File: config.mk
export PLATFORM = sky130hd
export DESIGN_NAME = ram_ctrl
export DESIGN_NICKNAME = d
export VERILOG_FILES = /design/src/rtl/ram_ctrl.sv
export SDC_FILE = /design/constraint.sdc
export NUM_CORES = 1
export LEC_CHECK = 0
export BUFFER_PORTS_ARGS = -buffer_cell sky130_fd_sc_hd__buf_4
export CORE_MARGIN = 4
export CORE_UTILIZATION = 35
export DETAILED_ROUTE_END_ITERATION = 6
export RECOVER_POWER = 25
export SETUP_SLACK_MARGIN = 0.02
export SLEW_MARGIN = 40
export SYNTH_ARGS = -nofsm -noshare
export SYNTH_HDL_FRONTEND = slang
export SYNTH_SLANG_ARGS = --single-unit
File: constraint.sdc
create_clock -name clk -period 4.3 [get_ports clk]
set_input_delay 1.075 -clock clk [delete_from_list [all_inputs] [get_ports clk]]
set_output_delay 1.075 -clock clk [all_outputs]
set_load 0.01 [all_outputs]
File: src/rtl/ram_ctrl.sv
// ram_ctrl: valid/ready front end for a single-port registered-read RAM; RAM_CTRL_INIT_EN adds a power-up fill sweep
module ram_ctrl #(
  parameter int DATA_WIDTH = 32,
  parameter int DEPTH = 1024,
  parameter int ADDR_WIDTH = (DEPTH <= 1) ? 1 : $clog2(DEPTH),
  parameter logic [DATA_WIDTH-1:0] INIT_VALUE = '0
) (
  input  logic                  clk,
  input  logic                  rst_n,
  input  logic                  req_valid,
  output logic                  req_ready,
  input  logic                  req_we,
  input  logic [ADDR_WIDTH-1:0] req_addr,
  input  logic [DATA_WIDTH-1:0] req_wdata,
  output logic                  rsp_valid,
  input  logic                  rsp_ready,
  output logic [DATA_WIDTH-1:0] rsp_rdata,
  output logic                  ram_w_en,
  output logic [ADDR_WIDTH-1:0] ram_addr,
  output logic [DATA_WIDTH-1:0] ram_data_in,
  input  logic [DATA_WIDTH-1:0] ram_data_out,
  output logic                  busy
);
`ifdef RAM_CTRL_INIT_EN
  typedef enum logic [1:0] {IDLE, INIT, RUN} state_t;
  logic [ADDR_WIDTH-1:0] init_cnt;
`else
  typedef enum logic [0:0] {IDLE, RUN} state_t;
`endif
  state_t state, state_nx;
  logic rd_pend;
  logic [1:0] rsp_count;
  logic wr_ptr, rd_ptr;
  logic [DATA_WIDTH-1:0] fifo [2];
  logic acc, push, pop;

  assign acc = req_valid && req_ready;
  assign push = rd_pend;
  assign pop = rsp_valid && rsp_ready;
  assign rsp_valid = rsp_count != 2'd0;
  assign rsp_rdata = rsp_valid ? fifo[rd_ptr] : '0;

  // state register
  always_ff @(posedge clk or negedge rst_n)
    if (!rst_n) state <= IDLE;
    else state <= state_nx;

`ifdef RAM_CTRL_INIT_EN
  // next state: fill sweep runs once after reset, then serve requests
  always_comb begin
    state_nx = state;
    if (state == IDLE) state_nx = INIT;
    else if (state == INIT && init_cnt == ADDR_WIDTH'(DEPTH - 1)) state_nx = RUN;
  end

  // sweep address counter, restarts from 0 on every reset
  always_ff @(posedge clk or negedge rst_n)
    if (!rst_n) init_cnt <= '0;
    else if (state == INIT) init_cnt <= init_cnt + 1'b1;
`else
  // next state: go straight to serving requests
  always_comb state_nx = (state == IDLE) ? RUN : state;
`endif

  // outputs: credit-limited ready so at most two reads are ever in flight or queued
  always_comb begin
    req_ready = (state == RUN) && (3'(rsp_count) + 3'(rd_pend) < 3'd2);
    ram_w_en = req_valid && req_ready && req_we;
    ram_addr = req_addr;
    ram_data_in = (state == RUN) ? req_wdata : INIT_VALUE;
    busy = 1'b0;
`ifdef RAM_CTRL_INIT_EN
    if (state == INIT) begin
      busy = 1'b1;
      ram_w_en = 1'b1;
      ram_addr = init_cnt;
    end
`endif
  end

  // read pipeline flag and response fifo pointers/occupancy
  always_ff @(posedge clk or negedge rst_n)
    if (!rst_n) begin
      rd_pend <= 1'b0;
      rsp_count <= 2'd0;
      wr_ptr <= 1'b0;
      rd_ptr <= 1'b0;
    end else begin
      rd_pend <= acc && !req_we;
      if (push) wr_ptr <= ~wr_ptr;
      if (pop) rd_ptr <= ~rd_ptr;
      rsp_count <= rsp_count + 2'(push) - 2'(pop);
    end

  // response fifo storage captures the registered RAM output one cycle after a read
  always_ff @(posedge clk)
    if (push) fifo[wr_ptr] <= ram_data_out;

  a_no_overflow: assert property (@(posedge clk) disable iff (!rst_n) !(push && !pop && rsp_count == 2'd2))
    else $error("ram_ctrl response fifo overflow");
endmodule

# Word-level counts from Yosys, hierarchy flattened
# Memory sizes are Yosys's and may differ from the RTL's.
# Index checks and enable logic that the tools add are counted.
dict set report word_totals {
  regBits 6
  mem_bits_rw 64
  input_bits 79
  output_inout_bits 78
  wordCells 23
  mem_count 1
}
# name depth word_bits rd rd_ports_with_merged_regs write_ports line_no
set mem_list {}
lappend mem_list {fifo 2 32 1 0 1 34} ;# logic [DATA_WIDTH-1:0] fifo [2];
dict set report op_classes {
  add_sub_neg 3
  n_lt_le_gt_ge 1
  mux 4
  n_bitwise 2
  n_reduce_logical 7
}
# op n
set op_table {}
lappend op_table {{32-bit two-way mux} 2}
lappend op_table {{1-bit logical AND} 5}
lappend op_table {{2-bit by 1-bit adder with 3-bit output} 1}
lappend op_table {{3-bit by 2-bit less-than comparator with 1-bit output (second input constant)} 1}
lappend op_table {{2-bit by 1-bit adder with 2-bit output} 1}
lappend op_table {{1-bit two-way mux} 2}
lappend op_table {{1-bit NOT} 2}
lappend op_table {{2-bit nonzero test} 1}
lappend op_table {{2-bit by 1-bit subtractor with 2-bit output} 1}
lappend op_table {{1-bit logical NOT} 1}

# Longest topological paths before layout
dict set report logic_depth {
  word_depth 5
  depth_mapped 7
  mapped_depth_nobuf 7
}

# Worst setup path before layout
# OpenSTA, ideal clock, no wires.
dict set report synth_timing {
  path_kind {in2out}
  start {in req_we}
  end {out ram_w_en}
  arrival_time_ps 1422
  required_ps 3225
  setup_slack_ps 1803
  path_stages 2
  n_path_buf 0
  path_cell_list {nand2_1 -> a211oi_1}
}
dict set report synth_via {
  elab_chain_cells 1
}
# item line_no
set synth_rtl {}
lappend synth_rtl {{from (decl)} 12} ;# input logic req_we,
lappend synth_rtl {{1-bit logical AND} 68} ;# ram_w_en = req_valid && req_ready && req_we;
lappend synth_rtl {{to (decl)} 18} ;# output logic ram_w_en,
# Every way passes these cells.

# Final worst setup path
dict set report layout_timing {
  start {reg state}
  end {out ram_w_en}
}
dict set report layout_via {
  elab_chain_cells 3
}
# item line_no
set layout_rtl {}
lappend layout_rtl {{from (decl)} 30} ;# state_t state, state_nx;
lappend layout_rtl {{from (signal assigned)} 46} ;# else state <= state_nx;
lappend layout_rtl {{1-bit logical AND} 67} ;# req_ready = (state == RUN) && (3'(rsp_count) + 3'(rd_pend) < 3'd2);
lappend layout_rtl {{1-bit logical AND (2 in series)} 68}
# Every way passes these cells.

==> run summary <==
The minimum period implied by the final worst setup slack works out to 2.809 ns. TritonCTS built the clock tree. The tools report the clock tree root buffer cell as clkbuf_8. Setup repair after global routing left no endpoint under its margin. At the worst endpoint, the required time is 3.22 ns. The run finished with clean final reports. In this run the power density over the cells is 534.8 nW/um2. The post-synth net total was 290; the number of hold violations in the final report was 0. Element type at the critical path start: a flop. The die covers 10270 um2.

At the pin with the least slew margin, the transition time is 0.6922 ns. In this run the worst hold path is classified as reg2reg. After synthesis, the share of flip-flops with an asynchronous set or reset is 8.571%.

In this run, post-CTS repair resized a total of 0 instances. In this run the deepest clock path goes through 2 buffers. The area of the multi-input gates is 784.5 um2, and the hold buffer count at cts is 0. The number of H-tree branching levels is 3. The clock network accounts for 27.1% of the total power. Summing internal, switching and leakage power gives 2.291 mW. In this run the critical register-to-register path is launched from rsp_count[0]. Of all cell types, the one taking the most synthesized area is edfxtp_1. The minimum setup slack among reg-to-reg paths is 2.63 ns.

The tools report the total clock buffers created by CTS as 9. The tools report the worst ir drop on vdd as 0.2514 mV. In this run, the number of DRC markers left after iteration 0 of detailed routing was 36. Compared with the post-synthesis result, the final layout area differs by 40.50%. The global placer's final weighted congestion was 0.7059; the final-stage net count was 418. The wire length per cell after detailed routing was 14.50 um. Based on the critical path, the design can be clocked at up to 0.3559 GHz.

0 antenna diodes ended up in the layout. Once detail routing completed, the nets flagged for antenna violations numbered 0. The critical path startpoint was state. Internal power comes to 1.601 mW. The complex-gate fraction of the synthesized area is 1.067%, and the global-route total usage across every layer is 12.50%. The run gives 750 as the filler cell count in the final layout. The termination of the worst setup path was ram_w_en. By instance count, the leading cell after synthesis is edfxtp_1.

The mapped netlist covers 3049 um2. By area the synthesized netlist is led by edfxtp_1 63%, mux2i_1 11%, and2_1 6.8%, dfrtp_1 4.9%, nor2_1 3.9%. The run gives 0.6899 mW as the power dissipated by switching net loads.

Of all nets on the critical path, the largest fanout is 33. The residual DRC count was 0. The wire length of the first global-routing pass was 9666 um; the final wirelength was 6468 um. The vertical die dimension is 101.3 um, and the initial antenna violation count is 0.

Cells with a size suffix above 1 make up 45.16% of the layout. Clock-pin slew was measured on the worst setup and hold paths at 0.07 ns. Data arrives at the worst endpoint at 1.73 ns. The depth of the worst register-to-register path came out at 7.

The tools report the overall overflow remaining after global route as 0. Quantity of I/O buffers inserted on ports: 135. Net switching is 30.11% of the power. The number of setup buffers added after CTS is 0.

The area share of fa/ha/maj cells after synthesis works out to 0.8207%. Yosys mapped a number of flops with a built-in enable equal to 64. Headroom to the max-slew limit came out at 53.85%.

The synthesized design devotes to its leading area cell type 63.03% of total area. The total count of max-transition violations in the final report was 0. The latest clock arrival within the worst-skew pair was 0.34 ns.

The post-detailed-route via-to-cell ratio was 4.408. The tools report the final sum of negative setup slack as 0 ns. The tool flagged a number of max-cap violations equal to 0.

The worst setup path is of the reg2out kind. Of the total power, combinational logic draws 32.8%. By area, the combinational part of the netlist is dominated by simple AND/OR/NAND/NOR gates. The per-instance average area after synthesis was 14.59 um2; the number of standard-cell rows in the floorplan was 33.

The worst path uses 65.33% of the clock period. The worst register-to-register path ends at rsp_count[1]. The floorplan step set the die width to 101.3 um. The run gives 23 as the count of different cell masters after synthesis. The tools report the iteration count of the initial detailed-routing pass as 4. The fraction of the mapped netlist area in simple logic gates was 11.61%; the number of global-route vias before repair was 1951.

Synthesis handed over a netlist of 209 instances. For this design the top-level I/O count stands at 157. The tools report the sink count of the clock tree as 70.

For this configuration, the core starts out at a cell density of 36.56%. The area of the core region is 8341 um2. By count the netlist is led by 64 x edfxtp_1, 33 x and2_1, 32 x mux2i_1, 32 x nor2_1, 11 x buf_4. Summed over all cells, the static leakage comes to 1.844 nW. The post-synthesis mux area share came out at 10.50%.

The largest net degree at the start of global routing is 34. The leading register cell type out of synthesis was edfxtp_1. The sequential element share of the synthesized area was 67.95%. The kind of end point of the critical path is an output pin.

The xor and xnor fraction of the mapped netlist area came out at 1.149%. The clock skew was 0.003233 ns; the count of warnings emitted by yosys was 0. Proportion of power drawn by flip-flops and latches: 40.1%. Setup violations remaining at the end of the flow were counted as 0. Summing all flip-flop and latch instances after layout gives 2076 um2.

The routed via count is 1966, and the number of flip-flops and latches in the synthesized netlist is 70.
-- state kept, by name (all words and copies together) (netlist names) --
register / cells
fifo: 64
push: 1
rd_ptr: 1
wr_ptr: 1
state: 1
rsp_count: 2
-- power groups by stage --
stage / Sequential, mW / Combinational (mW) / Clock, mW
2_1_floorplan: 0.842 / 0.526 / 0
3_3_place_gp: 0.935 / 0.737 / 0
3_5_place_dp: 0.938 / 0.768 / 0
4_1_cts: 0.924 / 0.773 / 0.639
5_1_grt: 0.932 / 0.826 / 0.670
6_report: 0.919 / 0.751 / 0.621
-- metal layers --
metal / GRT usage, % / vias up / part of all wire, %
met5: 0 / - / 0
met1: 14.10 / 909 / 40
li1: - / 966 / -
met3: 3.512 / 15 / 7.4
met4: 5.828 / 0 / 1.9
met2: 21.83 / 76 / 51
-- worst min path at each step --
stage,slack (ns),cells after the start,endpoint,startpoint
CTS,0.51,1,state,rst_n
global placement,0.52,1,wr_ptr,wr_ptr
detailed placement,0.53,1,wr_ptr,wr_ptr
finish,0.55,1,wr_ptr,wr_ptr
global route,0.58,1,wr_ptr,wr_ptr
floorplan,0.45,1,wr_ptr,wr_ptr
-- kinds of logic after synthesis --
| logic type | after synthesis |
|---|---|
| AOI/OAI and AO/OA | 4 |
| xor gates and xnor gates | 4 |
| adders and majority gates | 2 |
| buffers and inverters | 26 |
| DFF | 70 |
| muxes | 32 |
| other | 2 |
| and+or+nand+nor | 69 |
-- layout make-up --
class / count / share of cell area, %
well taps: 105 / 3.067
inverters: 5 / 0.4381
flip-flops and latches: 70 / 48.45
multi-input cells: 113 / 18.31
clock inverters: 6 / 2.570
repair buffers: 138 / 24.27
clock buffers: 9 / 2.891
-- through the flow --
| step | cell area (um2) | utilization (%) | instances | setup WS, ns | hold WS [ns] |
|---|---|---|---|---|---|
| floorplan | 3049 | - | 209 | 1.804 | 0.4535 |
| global placement | 4020 | 48.20 | 428 | 1.608 | 0.5217 |
| detailed placement | 4068 | 48.77 | 431 | 1.683 | 0.5288 |
| CTS | 4302 | 51.58 | 446 | 1.446 | 0.5121 |
| global route | 4284 | 51.37 | 446 | 1.241 | 0.5750 |
| finish | 4284 | 51.37 | 446 | 1.491 | 0.5484 |
-- critical path, stage by stage, from the launching register on --
cell and delay (ns):
dfrtp_1 0.79, nand2b_1 0.20, a211oi_1 0.24, buf_4 0.16
-- cell usage in the layout (no fill, tap or decap), types with 2 or more instances in the layout --
| cell | Yosys | layout |
|---|---|---|
| clkbuf_1 | 3 | 5 |
| dfrtp_1 | 6 | 5 |
| conb_1 | 2 | 2 |
| buf_4 | 11 | 110 |
| ha_1 | 2 | 2 |
| clkbuf_8 | 0 | 9 |
| edfxtp_1 | 64 | 64 |
| xnor2_1 | 3 | 3 |
| inv_1 | 4 | 4 |
| and2_1 | 33 | 32 |
| clkbuf_4 | 0 | 20 |
| bufinv_16 | 0 | 3 |
| nor2_4 | 1 | 2 |
| buf_8 | 3 | 3 |
| nor2_1 | 32 | 31 |
| mux2i_1 | 32 | 32 |
Power figures use the tool's default switching activity.
